## config.mk

```make
export PLATFORM = sky130hd
export DESIGN_NAME = serial_frame_tx_flat
export DESIGN_NICKNAME = d
export VERILOG_FILES = /design/src/rtl/serial_frame_tx_pkg.sv /design/src/rtl/serial_frame_tx_if.sv /design/src/rtl/serial_frame_tx_shift_reg.sv /design/src/rtl/serial_frame_tx.sv /design/src/flat_wrapper.sv
export SDC_FILE = /design/constraint.sdc
export NUM_CORES = 1
export LEC_CHECK = 0
export BUFFER_PORTS_ARGS = -buffer_cell sky130_fd_sc_hd__buf_2
export CORE_ASPECT_RATIO = 1.5
export CORE_MARGIN = 1
export CORE_UTILIZATION = 47
export CTS_CLUSTER_DIAMETER = 50
export CTS_CLUSTER_SIZE = 20
export DETAILED_ROUTE_END_ITERATION = 10
export PLACE_DENSITY = 0.74
export SETUP_SLACK_MARGIN = 0.4
export SYNTH_ARGS = -nofsm -noshare
export SYNTH_HDL_FRONTEND = slang
export SYNTH_SLANG_ARGS = --single-unit
```

## constraint.sdc

```tcl
create_clock -name clk -period 2.2 [get_ports clk]
set_clock_uncertainty 0.15 [all_clocks]
set_input_delay 0.11 -clock clk [delete_from_list [all_inputs] [get_ports clk]]
set_output_delay 0.11 -clock clk [all_outputs]
set_load 0.05 [all_outputs]
```

## src/rtl/serial_frame_tx_pkg.sv

```systemverilog
// Shared types and line-level constants for the serial frame transmitter.
// Optional even-parity bit per payload group: define SERIAL_TX_PARITY_EN.
package serial_frame_pkg;

    localparam int HDR_W_DEF = 6;
    localparam int PAY_W_DEF = 5;

    localparam logic START_BIT  = 1'b0;
    localparam logic IDLE_LEVEL = 1'b1;
    localparam logic CONT_MORE  = 1'b0;
    localparam logic CONT_END   = 1'b1;

    typedef enum logic [2:0] {
        IDLE,
        START,
        HDR,
        PAY,
        PAR,
        CONT
    } tx_state_t;

    function automatic int max_w(input int a, input int b);
        return (a > b) ? a : b;
    endfunction

endpackage

```

## src/rtl/serial_frame_tx_if.sv

```systemverilog
// Producer-side handshake bundle: header offer and payload group stream.
// The transmitter uses the slave modport, the producer the master modport.
interface serial_frame_tx_if
    import serial_frame_pkg::*;
#(
    parameter int HDR_W = HDR_W_DEF,
    parameter int PAY_W = PAY_W_DEF
);

    logic [HDR_W-1:0] hdr;
    logic             hdr_valid;
    logic             hdr_ready;
    logic [PAY_W-1:0] pay_data;
    logic             pay_last;
    logic             pay_valid;
    logic             pay_ready;

    modport master (
        output hdr, hdr_valid, pay_data, pay_last, pay_valid,
        input  hdr_ready, pay_ready
    );

    modport slave (
        input  hdr, hdr_valid, pay_data, pay_last, pay_valid,
        output hdr_ready, pay_ready
    );

endinterface

```

## src/rtl/serial_frame_tx_shift_reg.sv

```systemverilog
// Parallel-load, LSB-first shift register shared by header and payload fields.
// nxt0 is the value bit 0 will hold after the coming edge.
module serial_shift_reg #(
    parameter int W = 6
) (
    input  logic         clk,
    input  logic         rst_n,
    input  logic         load,
    input  logic         shift,
    input  logic [W-1:0] d,
    output logic         bit0,
    output logic         nxt0
);

    logic [W-1:0] q;

    always_ff @(posedge clk or negedge rst_n) begin
        if (!rst_n) begin
            q <= '0;
        end else if (load) begin
            q <= d;
        end else if (shift) begin
            q <= {1'b0, q[W-1:1]};
        end
    end

    assign bit0 = q[0];
    assign nxt0 = load ? d[0] : (shift ? q[1] : q[0]);

endmodule

```

## src/rtl/serial_frame_tx.sv

```systemverilog
// Serial frame transmitter: start bit, header, payload groups with continuation bits.
// Define SERIAL_TX_PARITY_EN to add an even-parity bit after each payload group.
module serial_frame_tx
    import serial_frame_pkg::*;
#(
    parameter int HDR_W = HDR_W_DEF,
    parameter int PAY_W = PAY_W_DEF
) (
    input  logic                   clk,
    input  logic                   rst_n,
    input  logic                   en,
    serial_frame_tx_if.slave       bus,
    output logic                   serout,
    output logic                   busy,
    output logic                   underrun
);

    localparam int SW = max_w(HDR_W, PAY_W);
    localparam int CW = $clog2(SW + 1);
    localparam logic [CW-1:0] HDR_LAST = CW'(HDR_W - 1);
    localparam logic [CW-1:0] PAY_LAST = CW'(PAY_W - 1);

    tx_state_t     state, state_d;
    logic [CW-1:0] cnt, cnt_d;
    logic          last_q, last_d;
    logic          under_q;
    logic          serout_q, serout_d;
    logic          hdr_ready, pay_ready;
    logic          hdr_acc;
    logic          sr_load, sr_shift;
    logic [SW-1:0] sr_d;
    logic          sr_bit0, sr_nxt0;
    logic [PAY_W-1:0] grp;
    logic          grp_last;
`ifdef SERIAL_TX_PARITY_EN
    logic          par_q;
`endif

    assign hdr_acc  = bus.hdr_valid & hdr_ready;
    // A missing group is replaced by an all-zero closing group.
    assign grp      = bus.pay_valid ? bus.pay_data : '0;
    assign grp_last = bus.pay_valid ? bus.pay_last : CONT_END;
    assign last_d   = pay_ready ? grp_last : last_q;

    serial_shift_reg #(.W(SW)) u_sr (
        .clk   (clk),
        .rst_n (rst_n),
        .load  (sr_load),
        .shift (sr_shift),
        .d     (sr_d),
        .bit0  (sr_bit0),
        .nxt0  (sr_nxt0)
    );

    always_ff @(posedge clk or negedge rst_n) begin
        if (!rst_n) begin
            state    <= IDLE;
            cnt      <= '0;
            last_q   <= 1'b0;
            under_q  <= 1'b0;
            serout_q <= IDLE_LEVEL;
`ifdef SERIAL_TX_PARITY_EN
            par_q    <= 1'b0;
`endif
        end else begin
            state    <= state_d;
            cnt      <= cnt_d;
            last_q   <= last_d;
            serout_q <= serout_d;
            if (hdr_acc) begin
                under_q <= 1'b0;
            end else if (pay_ready & ~bus.pay_valid) begin
                under_q <= 1'b1;
            end
`ifdef SERIAL_TX_PARITY_EN
            if (pay_ready) begin
                par_q <= ^grp;
            end
`endif
        end
    end

    always_comb begin
        state_d  = state;
        cnt_d    = cnt;
        sr_load  = 1'b0;
        sr_shift = 1'b0;
        sr_d     = '0;
        unique case (state)
            IDLE: begin
                if (hdr_acc) begin
                    state_d = START;
                    cnt_d   = '0;
                    sr_load = 1'b1;
                    sr_d    = SW'(bus.hdr);
                end
            end
            START: begin
                if (en) begin
                    state_d = HDR;
                    cnt_d   = '0;
                end
            end
            HDR: begin
                if (en) begin
                    if (cnt == HDR_LAST) begin
                        state_d = PAY;
                        cnt_d   = '0;
                        sr_load = 1'b1;
                        sr_d    = SW'(grp);
                    end else begin
                        cnt_d    = cnt + CW'(1);
                        sr_shift = 1'b1;
                    end
                end
            end
            PAY: begin
                if (en) begin
                    if (cnt == PAY_LAST) begin
`ifdef SERIAL_TX_PARITY_EN
                        state_d = PAR;
`else
                        state_d = CONT;
`endif
                        cnt_d = '0;
                    end else begin
                        cnt_d    = cnt + CW'(1);
                        sr_shift = 1'b1;
                    end
                end
            end
`ifdef SERIAL_TX_PARITY_EN
            PAR: begin
                if (en) begin
                    state_d = CONT;
                    cnt_d   = '0;
                end
            end
`endif
            CONT: begin
                if (en) begin
                    cnt_d = '0;
                    if (last_q) begin
                        state_d = IDLE;
                    end else begin
                        state_d = PAY;
                        sr_load = 1'b1;
                        sr_d    = SW'(grp);
                    end
                end
            end
            default: begin
                state_d = IDLE;
                cnt_d   = '0;
            end
        endcase
    end

    always_comb begin
        hdr_ready = (state == IDLE) & rst_n;
        busy      = (state != IDLE);
        pay_ready = en & (((state == HDR) & (cnt == HDR_LAST)) |
                          ((state == CONT) & ~last_q));
        serout_d  = IDLE_LEVEL;
        unique case (state_d)
            IDLE:  serout_d = IDLE_LEVEL;
            START: serout_d = START_BIT;
            HDR:   serout_d = sr_nxt0;
            PAY:   serout_d = sr_nxt0;
`ifdef SERIAL_TX_PARITY_EN
            PAR:   serout_d = par_q;
`endif
            CONT:  serout_d = last_d ? CONT_END : CONT_MORE;
            default: serout_d = IDLE_LEVEL;
        endcase
    end

    assign bus.hdr_ready = hdr_ready;
    assign bus.pay_ready = pay_ready;
    assign serout        = serout_q;
    assign underrun      = under_q;

    logic unused_bit0;
    assign unused_bit0 = sr_bit0;

endmodule

```

## src/flat_wrapper.sv

```systemverilog
// flat-port wrapper written by rule: the top's interface ports become plain ports
module serial_frame_tx_flat import serial_frame_pkg::*;
#(
    parameter int HDR_W = HDR_W_DEF,
    parameter int PAY_W = PAY_W_DEF
)
  (clk, rst_n, en, serout, busy, underrun, bus_hdr, bus_hdr_valid, bus_pay_data, bus_pay_last, bus_pay_valid, bus_hdr_ready, bus_pay_ready);
  serial_frame_tx_if #(.HDR_W(HDR_W), .PAY_W(PAY_W)) bus_i ();
  input  logic clk;
  input  logic rst_n;
  input  logic en;
  output logic serout;
  output logic busy;
  output logic underrun;
  input wire logic [$bits(bus_i.hdr)-1:0] bus_hdr;
  input wire logic [$bits(bus_i.hdr_valid)-1:0] bus_hdr_valid;
  input wire logic [$bits(bus_i.pay_data)-1:0] bus_pay_data;
  input wire logic [$bits(bus_i.pay_last)-1:0] bus_pay_last;
  input wire logic [$bits(bus_i.pay_valid)-1:0] bus_pay_valid;
  output wire logic [$bits(bus_i.hdr_ready)-1:0] bus_hdr_ready;
  output wire logic [$bits(bus_i.pay_ready)-1:0] bus_pay_ready;
  assign bus_i.hdr = bus_hdr;
  assign bus_i.hdr_valid = bus_hdr_valid;
  assign bus_i.pay_data = bus_pay_data;
  assign bus_i.pay_last = bus_pay_last;
  assign bus_i.pay_valid = bus_pay_valid;
  assign bus_hdr_ready = bus_i.hdr_ready;
  assign bus_pay_ready = bus_i.pay_ready;
  serial_frame_tx #(.HDR_W(HDR_W), .PAY_W(PAY_W)) u_core (.clk(clk), .rst_n(rst_n), .en(en), .bus(bus_i), .serout(serout), .busy(busy), .underrun(underrun));
endmodule
```

# Yosys cells after proc, flatten, opt, wreduce, memory -nomap -nowiden

Cells that the tools add are included.
W data, S select, Z words.

Add/sub/neg operators: 1
Equality and inequality tests: 14
Multiplexer cells: 44
Bitwise logic cells: 9
Reduce and logical (&&, ||, !) cells: 7

Operator list:

| operator              | count |
|---|---|
| $mux W3               | 13 |
| $mux W6               | 5 |
| $pmux W6 S3           | 1 |
| $mux W1               | 16 |
| $mux W5               | 3 |
| $pmux W3 S5           | 1 |
| $eq A3 B2 Y1 const B  | 4 |
| $eq A3 B3 Y1 const B  | 4 |
| $pmux W3 S4           | 1 |
| $and A1 B1 Y1         | 6 |
| $eq A3 B1 Y1 const B  | 2 |
| $pmux W1 S3           | 2 |
| $ne A2 B1 Y1 const B  | 2 |
| $ne A2 B2 Y1 const B  | 2 |
| $reduce_and A4 Y1     | 1 |
| $reduce_bool A2 Y1    | 2 |
| $reduce_or A2 Y1      | 2 |
| $add A3 B1 Y3 const B | 1 |
| $logic_not A3 Y1      | 1 |
| $reduce_bool A3 Y1    | 1 |
| $mux W2               | 1 |
| $not A1 Y1            | 2 |
| $pmux W1 S2           | 1 |
| $or A1 B1 Y1          | 1 |

Register bits: 15
Bits of input ports: 17
Output and inout bits: 5
Logic and storage cells: 81

# Depth between registers and ports, before layout

Depth after elaboration: 8
Gate-level depth with buffers: 8
Gate-level depth less buffers: 7

# Cells and area by module

A second synthesis with hierarchy kept.

Cells, all modules: 95
Area, all modules: 920.9 sq um

By module, submodules not included:

| module           | instances | cells each | area an instance (sq um) | sequential area each (sq um) |
|---|---|---|---|---|
| serial_frame_tx  | 1         | 68         | 640.6                    | 226.5 |
| serial_shift_reg | 1         | 27         | 280.3                    | 150.1 |

# Worst setup path after synthesis

No wires, ideal clock.

Path kind: register -> register
Start point: register u_core.state[2]
End point: register u_core.serout_q (netlist: u_core.serout)
Library setup time: 0.062 ns
Data arrival time: 1.951 ns
Data required time: 1.988 ns
Slack: 0.036 ns
Cell stages (with the launch flop): 7
Path buffers: 1
Cell sequence: dfrtp_1 buf_6 or2b_2 o22ai_2 a32oi_1 mux2i_2 o41a_1

Elaborated cells on any way between the ends: 34
Classes of those cells: eq/ne: 8; mux: 18; bitwise: 6; reduce/logical: 2

RTL lines:

| what                                                | line                                           | RTL |
|---|---|---|
| from (decl)                                         | serial_frame_tx.sv:23                          | `tx_state_t state, state_d;` |
| from (signal assigned)                              | serial_frame_tx.sv:66                          | `state <= state_d;` |
| $eq A3 B2 Y1 / $eq A3 B3 Y1 (equally long branches) | serial_frame_tx.sv:162, serial_frame_tx.sv:163 |  |
| $and A1 B1 Y1, on equally long branches             | serial_frame_tx.sv:162, serial_frame_tx.sv:163 |  |
| $or A1 B1 Y1 *                                      | serial_frame_tx.sv:162                         | `pay_ready = en & (((state == HDR) & (cnt == HDR_LAST)) \|` |
| $and A1 B1 Y1 *                                     | serial_frame_tx.sv:162                         |  |
| net bus_pay_ready                                   | flat_wrapper.sv:21                             | `output wire logic [$bits(bus_i.pay_ready)-1:0] bus_pay_ready;` |
| $mux W1 *                                           | serial_frame_tx.sv:43                          | `assign last_d = pay_ready ? grp_last : last_q;` |
| $mux W1 *                                           | serial_frame_tx.sv:173                         | `CONT: serout_d = last_d ? CONT_END : CONT_MORE;` |
| $pmux W1 S3 *                                       | serial_frame_tx.sv:165                         | `unique case (state_d)` |
| net u_core.serout_d                                 | serial_frame_tx.sv:27                          | `logic serout_q, serout_d;` |
| to (signal assigned)                                | serial_frame_tx.sv:69                          | `serout_q <= serout_d;` |
| to (decl)                                           | serial_frame_tx.sv:27                          |  |

Mark *: on every way through the listed nets, which the timed path passes. The rest lies on a longest branch.
A chain may end at the register's enable or synchronous reset.

# Final worst setup path

Start point: register u_core.cnt[1]
End point: output bus_pay_ready

Cells in the longest elaborated chain, start to end: 4

RTL lines:

| what                   | line                   | RTL |
|---|---|---|
| from (decl)            | serial_frame_tx.sv:24  | `logic [CW-1:0] cnt, cnt_d;` |
| from (signal assigned) | serial_frame_tx.sv:67  | `cnt <= cnt_d;` |
| $eq A3 B3 Y1           | serial_frame_tx.sv:162 |  |
| $and A1 B1 Y1          | serial_frame_tx.sv:162 |  |
| $or A1 B1 Y1           | serial_frame_tx.sv:162 |  |
| $and A1 B1 Y1          | serial_frame_tx.sv:162 |  |
| to (decl)              | flat_wrapper.sv:21     |  |

No other way between the ends.

==> results.py <==
metrics = {
    "synthesis": {
        "syn_area_um2": 977,
        "async_flop_share": 1.00,
        "synth_nets": 119,
        "synth_edf_count": 0,
        "yosys.cell_types.count": 43,
        "synth_cells": 99,
        "synth_seq_cells": 15,
        "avgSynthCellArea_um2": 9.87,
        "yosys_warnings": 0,
        "ys_seq_area_frac": 0.385,
        "ys.flop_type": "dfrtp_1",
    },
    "place": {
        "io_buffer_count": 21,
        "hpwl_mm": 1.58,
        "place_congestion": 0.739,
    },
    "global_routing": {
        "grt_use_met2": 0.390,
        "grt_pass1_vias": 861,
        "grt.busiest_layer": "met2",
        "grt_usage": 0.236,
        "grt.met1_usage": 0.315,
        "antenna_found_initial": 0,
        "met3_usage": 0.0192,
        "grt_pass1_wl_mm": 3.85,
        "overflow": 0,
        "grt_max_degree": 17,
    },
    "pwr": {
        "powerDensity_nw_per_um2": 1120,
        "ir_worst_vdd_mv": 0.774,
        "leakage_nw": 0.612,
    },
    "critical_path": {
        "reg2reg_from": "u_core.cnt[1]",
        "crit_type": "register to output pin",
        "worst_setup_path_start_kind": "register",
        "r2r_setup_slack_ps": 190,
        "reg2reg_depth": 7,
        "rr_endpoint": "u_core.serout",
        "endpoint": "bus_pay_ready",
        "worstSetupEndpointType": "output pin",
        "crit_fanout": 7,
        "worst_ep_arrival_time_ps": 1790,
        "startpoint": "u_core.cnt[1]",
        "worstPathRequired_ps": 1940,
    },
    "floorplan": {
        "num_rows": 19,
        "die_area_um2": 2270,
        "io_pins": 22,
        "initial_core_util": 0.514,
        "core_area_um2": 1900,
        "die_w_um": 39.2,
        "die_h_um": 57.8,
    },
    "final_layout": {
        "layout_commonest_cell": "buf_2",
        "area_growth_pct": 36.5,
        "fillCellCount": 139,
        "nets": 163,
        "drive_gt1_frac": 0.458,
        "finish.utilization": 0.701,
        "diodes": 0,
        "final_cell_mix": "20 x buf_2, 13 x buf_4, 11 x nor2_1, 11 x dfrtp_1, 10 x dlygate4sd3_1",
    },
    "clocking": {
        "htreeDepth": 1,
        "clkSlewWorstSetupHoldPaths_ps": 100,
        "clock-sinks": 15,
        "clockBufferDepth": 2,
        "cts_tree": "built",
        "insertion_delay_ps": 300,
        "ctsRootBufferMaster": "clkbuf_4",
        "numCtsBuffers": 3,
    },
    "routing": {
        "dr.pass1.iters": 4,
        "drt_iter0_drc": 28,
        "routedWlPerCell_um": 16.0,
        "vias": 928,
        "finalWirelength_mm": 2.62,
        "drc": 0,
        "ant_nets": 0,
        "vias_per_cell": 5.69,
    },
    "run_status": {
        "status": "complete, no violations",
    },
    "timing": {
        "slew_violations": 0,
        "rsz0062_at_grt": "yes",
        "hold_viol_final": 0,
        "tightest_slew_ps": 389,
        "setup_violations": 0,
        "max-slew-margin-rel": 0.738,
        "clock.fmax_mhz": 487,
        "setup-tns-final_ps": 0,
        "period_share": 0.933,
        "period_minus_slack_ps": 2050,
    },
    "min_path": {
        "hold_path_class": "input pin to register",
    },
    "run": {
        "drv_cap": 0,
    },
}
[what timing repair did]
| action | in CTS | in global routing |
|---|---|---|
| endpoints found under the hold margin | 21 | 0 |
| hold buffers | 10 | 0 |
| setup endpoints to repair | 11 | 12 |
| buffers inserted | 4 | 5 |
| cloned | 0 | 0 |
| pin swaps | 3 | 3 |
| resized for setup | 5 | 6 |
[cell usage after synthesis (2+ instances only)]
library cell | number | area share
a211oi_1 | 3 | 0.023
nor2b_1 | 2 | 0.013
ha_1 | 3 | 0.038
nand2_1 | 5 | 0.019
nor2_1 | 12 | 0.046
o21a_1 | 2 | 0.015
nand2b_1 | 2 | 0.013
o21ai_0 | 4 | 0.020
a22oi_1 | 2 | 0.015
buf_6 | 5 | 0.058
and2_1 | 2 | 0.013
a21oi_1 | 8 | 0.041
dfrtp_1 | 14 | 0.36
inv_1 | 5 | 0.019
a22o_2 | 2 | 0.020
[registers in the layout, indices dropped and copies added (netlist names)]
| register | count |
|---|---|
| u_core.u_sr.q | 6 |
| u_core.cnt | 3 |
| u_core.state | 3 |
| u_core.last_q | 1 |
| u_core.serout | 1 |
| u_core.underrun | 1 |
[where the power goes]
group | switching [W] | total [W] | internal [W] | leakage (nW)
logic | 0.000429 | 0.000815 | 0.000385 | 0.410
registers | 0.000116 | 0.000506 | 0.000390 | 0.184
clock network | 0.000103 | 0.000171 | 0.0000679 | 0.0177
total | 0.000648 | 0.00149 | 0.000843 | 0.612
[cell families (layout without fill, tap and decap cells)]
kind of cell	after synthesis	count (layout)	share of synthesized area
AO/OA/AOI/OAI	31	31	0.237
adder cells (fa/ha/maj)	3	3	0.0384
buffers and inverters	11	54	0.0973
flip-flops	15	15	0.385
multiplexers	3	3	0.0358
AND/OR/NAND/NOR	36	36	0.206
[worst max-delay path, cell delays in order (launching register included)]
cell and delay [ps]:
dfrtp_1 420, inv_2 70, ha_2 180, nand4b_1 160
buf_4 190, o22ai_4 260, buf_6 210
[through the flow]
step	std cells	instance area (µm²)	hold slack (ps)	worst slack [ps]	total power (W)
3_3_place_gp	140	1100	-50.9	178	0.00115
5_1_grt	163	1330	29.4	85.8	0.00157
6_report	163	1330	0.0165	148	0.00149
3_5_place_dp	140	1100	-50.7	134	0.00118
2_1_floorplan	99	1010	-336	237	0.00105
4_1_cts	158	1280	10.2	202	0.00142
[area by class of cell]
type,count,area (µm²),area share
multi-input cells,73,561,0.420
flip-flops and latches,15,380,0.285
repair buffers,45,320,0.240
well taps,21,26.3,0.0197
clock buffers,3,22.5,0.0169
inverters,5,18.8,0.0141
clock inverters,1,5.00,0.00375
[routing by layer]
layer	vias up	share of wire
li1	445	-
met1	450	0.40
met2	28	0.55
met3	5	0.034
met4	0	0.015
met5	-	0
[how the worst min path moves through the flow]
stage	from	to	slack, ps	cells past startpoint
after floorplan	rst_n	u_core.cnt[0]	-340	0
after global placement	rst_n	u_core.u_sr.q[1]	-50	2
after detailed placement	rst_n	u_core.u_sr.q[1]	-50	2
after CTS	bus_pay_valid	u_core.underrun	10	4
after global routing	bus_pay_valid	u_core.underrun	30	4
final	bus_pay_valid	u_core.underrun	0.02	4
Power figures use the tool's default switching activity.
